### config.mk
export PLATFORM = sky130hd
export DESIGN_NAME = instruction_encode_unit
export DESIGN_NICKNAME = d
export VERILOG_FILES = /design/src/rtl/instruction_encode_unit.sv
export SDC_FILE = /design/constraint.sdc
export NUM_CORES = 1
export LEC_CHECK = 0
export ABC_AREA = 1
export CORE_UTILIZATION = 54
export CTS_CLUSTER_DIAMETER = 40
export CTS_CLUSTER_SIZE = 10
export DETAILED_ROUTE_END_ITERATION = 8
export PLACE_DENSITY = 0.8
export SLEW_MARGIN = 0
export SYNTH_ARGS = -nofsm -noshare
export SYNTH_HDL_FRONTEND = slang
export SYNTH_SLANG_ARGS = --single-unit
export TNS_END_PERCENT = 30
### constraint.sdc
create_clock -name clk -period 2.5 [get_ports clk]
set_input_delay 0.75 -clock clk [delete_from_list [all_inputs] [get_ports clk]]
set_output_delay 0.75 -clock clk [all_outputs]
set_load 0.05 [all_outputs]
### src/rtl/instruction_encode_unit.sv
// Encodes arithmetic requests into 16-bit instruction words and queues them
// in a small FIFO for an instruction-memory writer at sequential addresses.
module instruction_encode_unit #(
    parameter int DEPTH   = 4,
    parameter int IMEM_AW = 8
) (
    input  logic                       clk,
    input  logic                       rst,
    input  logic                       req_valid,
    input  logic [1:0]                 req_op,
    input  logic [12:0]                req_addr,
    output logic                       req_ready,
    input  logic                       flush,
    output logic                       out_valid,
    input  logic                       out_ready,
    output logic [15:0]                out_instr,
    output logic [IMEM_AW-1:0]         out_waddr,
    output logic                       wrap,
    output logic [$clog2(DEPTH):0]     level
);

    localparam int PW = $clog2(DEPTH);
    localparam int LW = PW + 1;
    localparam logic [LW-1:0] FULL = LW'(DEPTH);

    logic [15:0]   mem [DEPTH];
    logic [PW-1:0] rd_ptr;
    logic [PW-1:0] wr_ptr;
    logic          push;
    logic          pop;

    // Handshake decode; flush suppresses both sides of the transfer.
    assign req_ready = (level < FULL);
    assign out_valid = (level != '0);
    assign push      = req_valid && req_ready && !flush;
    assign pop       = out_valid && out_ready && !flush;

    // Head word drives the output; zero while the FIFO is empty.
    assign out_instr = out_valid ? mem[rd_ptr] : 16'h0000;

    // Storage array needs no reset; only valid entries are ever exposed.
    always_ff @(posedge clk) begin
        if (push) begin
            mem[wr_ptr] <= {req_addr, 1'b0, req_op};
        end
    end

    // Pointer, occupancy, write-address and wrap-pulse state.
    always_ff @(posedge clk or posedge rst) begin
        if (rst) begin
            rd_ptr    <= '0;
            wr_ptr    <= '0;
            level     <= '0;
            out_waddr <= '0;
            wrap      <= 1'b0;
        end else if (flush) begin
            rd_ptr    <= '0;
            wr_ptr    <= '0;
            level     <= '0;
            out_waddr <= '0;
            wrap      <= 1'b0;
        end else begin
            if (push) begin
                wr_ptr <= wr_ptr + 1'b1;
            end
            if (pop) begin
                rd_ptr    <= rd_ptr + 1'b1;
                out_waddr <= out_waddr + 1'b1;
            end
            wrap <= pop && (out_waddr == '1);
            if (push && !pop) begin
                level <= level + 1'b1;
            end else if (pop && !push) begin
                level <= level - 1'b1;
            end
        end
    end

endmodule

==> flow_summary_export.csv, run 1 <==
group,metric,value,unit
sta,slew_viol_final,0,
power,pwr-share-comb,42.9,%
synthesis,yosys.cell_count.top_type,"nor2_1",
routing,drt-total-wl,6540,um
synthesis,synth_seq_cells,76,
setup_path,cp-end-kind,"output pin",
synthesis,synth_edf_count,60,
setup_path,critical_path_buf_inv_count,1,
synthesis,ys_warn_count,0,
place,gp_congestion,0.825,
setup_path,worstPathArrival,1.68,ns
place,dp_hpwl,4380,um
setup_path,crit_fanout,7,
place,port_buffers,48,
routing,drc,0,
cts,cts.clk_slew.worst_paths,0.08,ns
power,p_sw_share,41.4,%
run_status,status,"finished clean",
synthesis,ys_top_cells_by_count,"nor2_1 (68), edfxtp_1 (60), nand2_1 (24)",
power,leakage,1.68,nW
routing,via_count,2343,
grt,grt_overflow,0,
power,p_clk_share,23.5,%
layout,nets,392,
synthesis,syn_avg_cell_area,11.0,um2
setup_path,cp-start-kind,"flop",
grt,grt_pass1_wl,10300,um
sta,finalHoldViolCount,0,
cts,cts.sinks,76,
sta,post-route-period-util,97.1,%
setup_path,worstSetupPathType,"reg2out",
sta,maxSlewHeadroom,58.9,%
die,num_rows,28,
layout,diodes,0,
synthesis,seq_area_frac_synth,65.8,%
grt,grt_max_degree,32,
die,dieArea,6520,um2
layout,area_delta_synth_final,28.3,%
layout,drive_above_1_share,23.2,%
routing,via_per_inst,5.25,
min_path,hold_path_class,"reg2reg",
cts,cts_setup_buffers,0,
setup_path,required,1.75,ns
synthesis,yosys.area.top_type,"edfxtp_1",
sta,layout_setup_ws,0.0737,ns
sta,hold_slack,0.531,ns
place,post-place-ws,0.159,ns
cts,cts.htree.levels,3,
die,die_w,80.7,um
power,intPower,2.65,mW
power,p_seq_share,33.6,%
routing,wl_per_cell,14.7,um
routing,drt_first_pass_iters,4,
die,start_util,56.2,%
power,power.switching,1.87,mW
die,num_io_pins,50,
synthesis,syn-instance-count,305,
synthesis,async_reset_ff_share,21.1,%
sta,fin_crit,2.43,ns
cts,cts_tree,"done",
routing,final_antenna_net_count,0,
synthesis,synth_ff_type,"edfxtp_1",
die,die_y,80.7,um
sta,setup_viol,0,
sta,rsz0062_at_grt,"yes",
sta,max_slew.worst_pin.slew,0.616,ns
grt,antenna_found_initial,0,
power,p_per_area,1050,nW/um2
cts,cts.path.max_buffers,2,
routing,drt_iter0_markers,229,
grt,grt_pass1_vias,2177,
setup_path,path_cells,"clkdlybuf4s50_1",
synthesis,synthTopCellsByArea,"edfxtp_1 (54%), dfrtp_1 (12%), nor2_1 (7.6%)",
cts,cts_buffers,9,
synthesis,ys_types,29,
power,vdd_drop_max,780,uV
cts,cts_root_buf,"clkbuf_8",
die,design.core.area,5960,um2
setup_path,critPathTopFamily,"buffers and inverters",
synthesis,synth_top_area_share,53.8,%
synthesis,syn-num-nets,331,
grt,grt_use_total,22.0,%
sta,finClkSkew,0.00722,ns
cts,insertion_delay,0.35,ns
setup_path,cpPeakStageDelay,0.85,ns
synthesis,synth_area,3350,um2
setup_path,critPathSlowestCell,"clkdlybuf4s50_1",
sta,fmax,412,MHz
flow_run,maxCapViolCount,0,
## path summary, 6_finish.rpt
path | from | endpoint | slack (ns) | depth (start not counted)
setup / recovery | out_waddr[0] | out_waddr[0] | 0.07 | 1
hold / removal | level[2] | level[2] | 0.53 | 2
setup reg to reg | level[2] | level[1] | 0.84 | 9
hold reg to reg | level[2] | level[2] | 0.53 | 2
max in group asynchronous | rst | rd_ptr[0] | 1.28 | 2
min in group asynchronous | rst | level[0] | 0.79 | 2
## layout by cell type, fill, tap and decap left out, types with 3 or more instances in the layout
cell             instances
a21oi_4                 10
edfxtp_1                60
nand2_4                  3
o21ai_0                 17
nand3_1                  7
dfrtp_1                 14
nand2_2                  5
inv_2                    7
clkbuf_8                 9
a21oi_2                  5
nand4_1                  6
buf_4                   26
inv_1                   21
nand2_1                 24
ha_1                     5
o21ai_1                 21
nor2_1                  68
clkdlybuf4s50_1         31
inv_6                    3
## cell type report
class | count | area [um2]
multi-input cells | 188 | 1080
clock buffers | 9 | 124
clock inverters | 7 | 106
repair buffers | 62 | 573
flip-flops and latches | 76 | 2200
well taps | 75 | 93.8
inverters | 29 | 114
fillers | 401 | 1660
## what timing repair did
action / CTS / global route
endpoints found under the setup margin: 12 / 15
gates resized for setup: 1 / 6
hold buffers: 0 / 0
pin swaps: 0 / 0
## tightest hold or removal path, delay by kind of cell, from the launching register on
family	cells	cell delay, ns
simple gates	2	0.11
flops	1	0.39
## through the flow
stage / setup TNS (ns) / instances / instance area (um2) / util [%] / power [mW]
after CTS: 0 / 446 / 4280 / 71.8 / 4.54
final: 0 / 446 / 4290 / 72.1 / 4.53
after global placement: 0 / 430 / 4050 / 67.9 / 3.45
after global routing: -0.0400 / 446 / 4290 / 72.1 / 4.72
after floorplan: 0 / 305 / 3480 / - / 2.96
after detailed placement: 0 / 430 / 4050 / 67.9 / 3.48
## power groups by stage
stage | Clock, mW | Combinational (mW) | Sequential, mW
floorplan | 0 | 1.32 | 1.64
global placement | 0 | 1.90 | 1.54
detailed placement | 0 | 1.93 | 1.54
CTS | 1.08 | 1.95 | 1.52
global route | 1.13 | 2.06 | 1.53
finish | 1.06 | 1.94 | 1.52
## metal layers
metal	vias to the layer above	wire, um	global-route usage, %
met1	1112	2940	28.9
li1	1158	-	-
met4	0	52	8.93
met5	-	0	0
met3	5	299	6.02
met2	68	3250	34.8
## flip-flops by register name, summed over array words and instances, names as in the netlist
name	cells
mem	60
out_waddr	8
level	3
rd_ptr	2
wr_ptr	2
wrap	1
## cell families after synthesis
logic type / share of synthesized area [%]
compound gates: 8.97
fa+ha+maj: 2.47
flops: 65.8
other cells: 0.112
simple gates: 16.7
buf+inv: 5.91
No activity file was read; power rests on OpenSTA's default activity.
==> inputs of run 2 (changes only) <==
--- a/config.mk
+++ b/config.mk
@@ -6,6 +6,7 @@
 export NUM_CORES = 1
 export LEC_CHECK = 0
 export ABC_AREA = 1
+export ABC_CLOCK_PERIOD_IN_PS = 2500
 export CORE_UTILIZATION = 54
 export CTS_CLUSTER_DIAMETER = 40
 export CTS_CLUSTER_SIZE = 10
==> results of run 2 <==
Final layout, timing and power as in run 1 (identical DEF).
==> inputs of run 3 (changes only) <==
--- a/config.mk
+++ b/config.mk
@@ -11,6 +11,8 @@
 export CTS_CLUSTER_DIAMETER = 40
 export CTS_CLUSTER_SIZE = 10
 export DETAILED_ROUTE_END_ITERATION = 8
+export GPL_ROUTABILITY_DRIVEN = 0
+export GPL_TIMING_DRIVEN = 0
 export PLACE_DENSITY = 0.8
 export SLEW_MARGIN = 0
 export SYNTH_ARGS = -nofsm -noshare
==> run 3 against run 2 <==
Hold slack got worse by 0.0080 ns. Sequential power about the same. Combinational power increased by 6%. Largest cell class unchanged. Global-route usage increased by 2.3 points. Sequential share of layout area decreased by 0.37 points.
==> flow_summary_export.csv, run 3 (synthesis results as in run 1) <==
group,metric,value,unit
run_status,status,"finished clean",
layout,fin_cells,446,
power,p_clk_share,22.1,%
routing,drt_iter0_markers,190,
cts,cts.clk_slew.worst_paths,0.07,ns
layout,nets,392,
place,place_inst,429,
layout,diodes,0,
cts,cts.htree.levels,3,
routing,drt-total-wl,7210,um
die,start_util,56.2,%
routing,drc,0,
routing,final_antenna_net_count,0,
setup_path,cp-end-kind,"output pin",
layout,drive_above_1_share,24.8,%
setup_path,ff2ff_setup_slack,0.49,ns
layout,top_register,"mem",
grt,antenna_found_initial,0,
die,die_w,80.7,um
layout,final_common_cell,"nor2_1",
die,design.core.area,5960,um2
setup_path,cp-start-kind,"flop",
setup_path,timing.rr.end,"mem[2][10]",
power,pwr-share-comb,44.7,%
cts,cts.sinks,76,
layout,area_delta_synth_final,29.2,%
grt,grt_pass1_wl,11200,um
power,finalPower,4.60,mW
power,p_per_area,1060,nW/um2
sta,slew_viol_final,0,
min_path,hold_path_class,"reg2reg",
sta,finalHoldViolCount,0,
power,vdd_drop_max,691,uV
cts,cts_buffers,9,
sta,setup_viol,0,
setup_path,r2r-start,"level[2]",
sta,maxSlewHeadroom,39.2,%
place,port_buffers,48,
routing,via_per_inst,5.42,
setup_path,required,1.75,ns
sta,finClkSkew,0.00583,ns
min_path,min_path_cells,2,
sta,fmax,406,MHz
power,p_seq_share,33.2,%
place,dp_hpwl,4630,um
sta,post-route-period-util,98.6,%
power,intPower,2.69,mW
cts,insertion_delay,0.35,ns
grt,grt_overflow,0,
min_path,min_to,"level[2]",
routing,wl_per_cell,16.2,um
cts,cts.path.max_buffers,2,
sta,rsz0062_at_grt,"yes",
sta,tns,0,ns
cts,cts_root_buf,"clkbuf_8",
routing,via_count,2416,
routing,drt_first_pass_iters,4,
die,num_rows,28,
layout,layout_common_cells,"nor2_1 (63), edfxtp_1 (60), clkdlybuf4s50_1 (32)",
setup_path,worstPathArrival,1.72,ns
cts,cts_tree,"done",
power,p_sw_share,41.4,%
sta,fin_crit,2.47,ns
sta,max_slew.worst_pin.slew,0.911,ns
min_path,worstHoldStart,"level[2]",
die,die_y,80.7,um
power,leakage,1.66,nW
setup_path,worstSetupPathType,"reg2out",
setup_path,r2r_cells,5,
grt,grt_max_degree,17,
grt,grt_use_total,24.4,%
layout,top_regs,"mem x60, out_waddr x8, level x3",
layout,largest_reg_flops,60,
die,dieArea,6520,um2
setup_path,crit_fanout,5,
layout,fin_util,72.6,%
flow_run,maxCapViolCount,0,
power,power.switching,1.90,mW
die,num_io_pins,50,
grt,grt_pass1_vias,2384,
-- run 3: cell types whose count changed in the layout (fill, tap and decap cells not counted), sizes merged --
| cell | delta |
|---|---|
| dlymetal6s2s | -1 |
| buf | -5 |
| clkbuf | +5 |
| clkinvlp | +1 |
| inv | -3 |
| clkinv | +2 |
| clkdlybuf4s50 | +1 |
-- run 3: area by class of cell --
| cell class | instances | area, um2 |
|---|---|---|
| sequential | 76 | 2200 |
| fill | 388 | 1630 |
| multi-input combinational | 188 | 1100 |
| timing repair buffer | 50 | 493 |
| clock buffer | 9 | 124 |
| inverter | 29 | 113 |
| buffer | 12 | 109 |
| tap | 75 | 93.8 |
| clock inverter | 7 | 90.1 |
-- run 3: worst max-delay path, stage by stage (launching register included) --
cell and delay (ns):
dfrtp_2 0.42, inv_2 0.13, clkdlybuf4s50_1 0.82
-- run 3: metal layers --
metal / up-vias / GRT usage (%) / wire (um)
li1: 1152 / - / -
met1: 1192 / 30.2 / 3030
met2: 63 / 40.8 / 3690
met3: 9 / 5.80 / 385
met4: 0 / 10.7 / 100
met5: - / 0 / 0
-- run 3: worst max-delay path by stage --
stage	start	endpoint	slack [ns]	cells past startpoint
6_report	level[2]	req_ready	0.03	2
5_1_grt	flush	mem[3][10]	-0.02	4
4_1_cts	level[2]	out_instr[8]	-0.29	6
3_5_place_dp	flush	mem[3][9]	-0.78	4
3_3_place_gp	flush	mem[1][4]	-0.65	4
2_1_floorplan	level[2]	out_instr[10]	0.05	5
-- run 3: what timing repair did --
| action | 4_1_cts | 5_1_grt |
|---|---|---|
| gates resized for setup | 91 | 23 |
| hold endpoints to repair | 0 | 0 |
| hold buffers | 0 | 0 |
| buffers inserted | 0 | 1 |
| setup endpoints to repair | 67 | 36 |
-- run 3: through the flow --
stage | setup slack, ns | cell area, um2 | hold WS [ns]
2_1_floorplan | 0.0453 | 3480 | 0.580
3_3_place_gp | -0.646 | 4060 | 0.502
3_5_place_dp | -0.777 | 4070 | 0.505
4_1_cts | -0.292 | 4260 | 0.523
5_1_grt | -0.0212 | 4330 | 0.564
6_report | 0.0348 | 4330 | 0.523
-- run 3: power groups by stage --
stage	Clock [mW]	Sequential [mW]	Combinational [mW]
finish	1.02	1.53	2.05
global placement	0	1.55	1.95
detailed placement	0	1.55	1.98
floorplan	0	1.64	1.32
global route	1.06	1.54	2.17
CTS	1.01	1.53	1.95
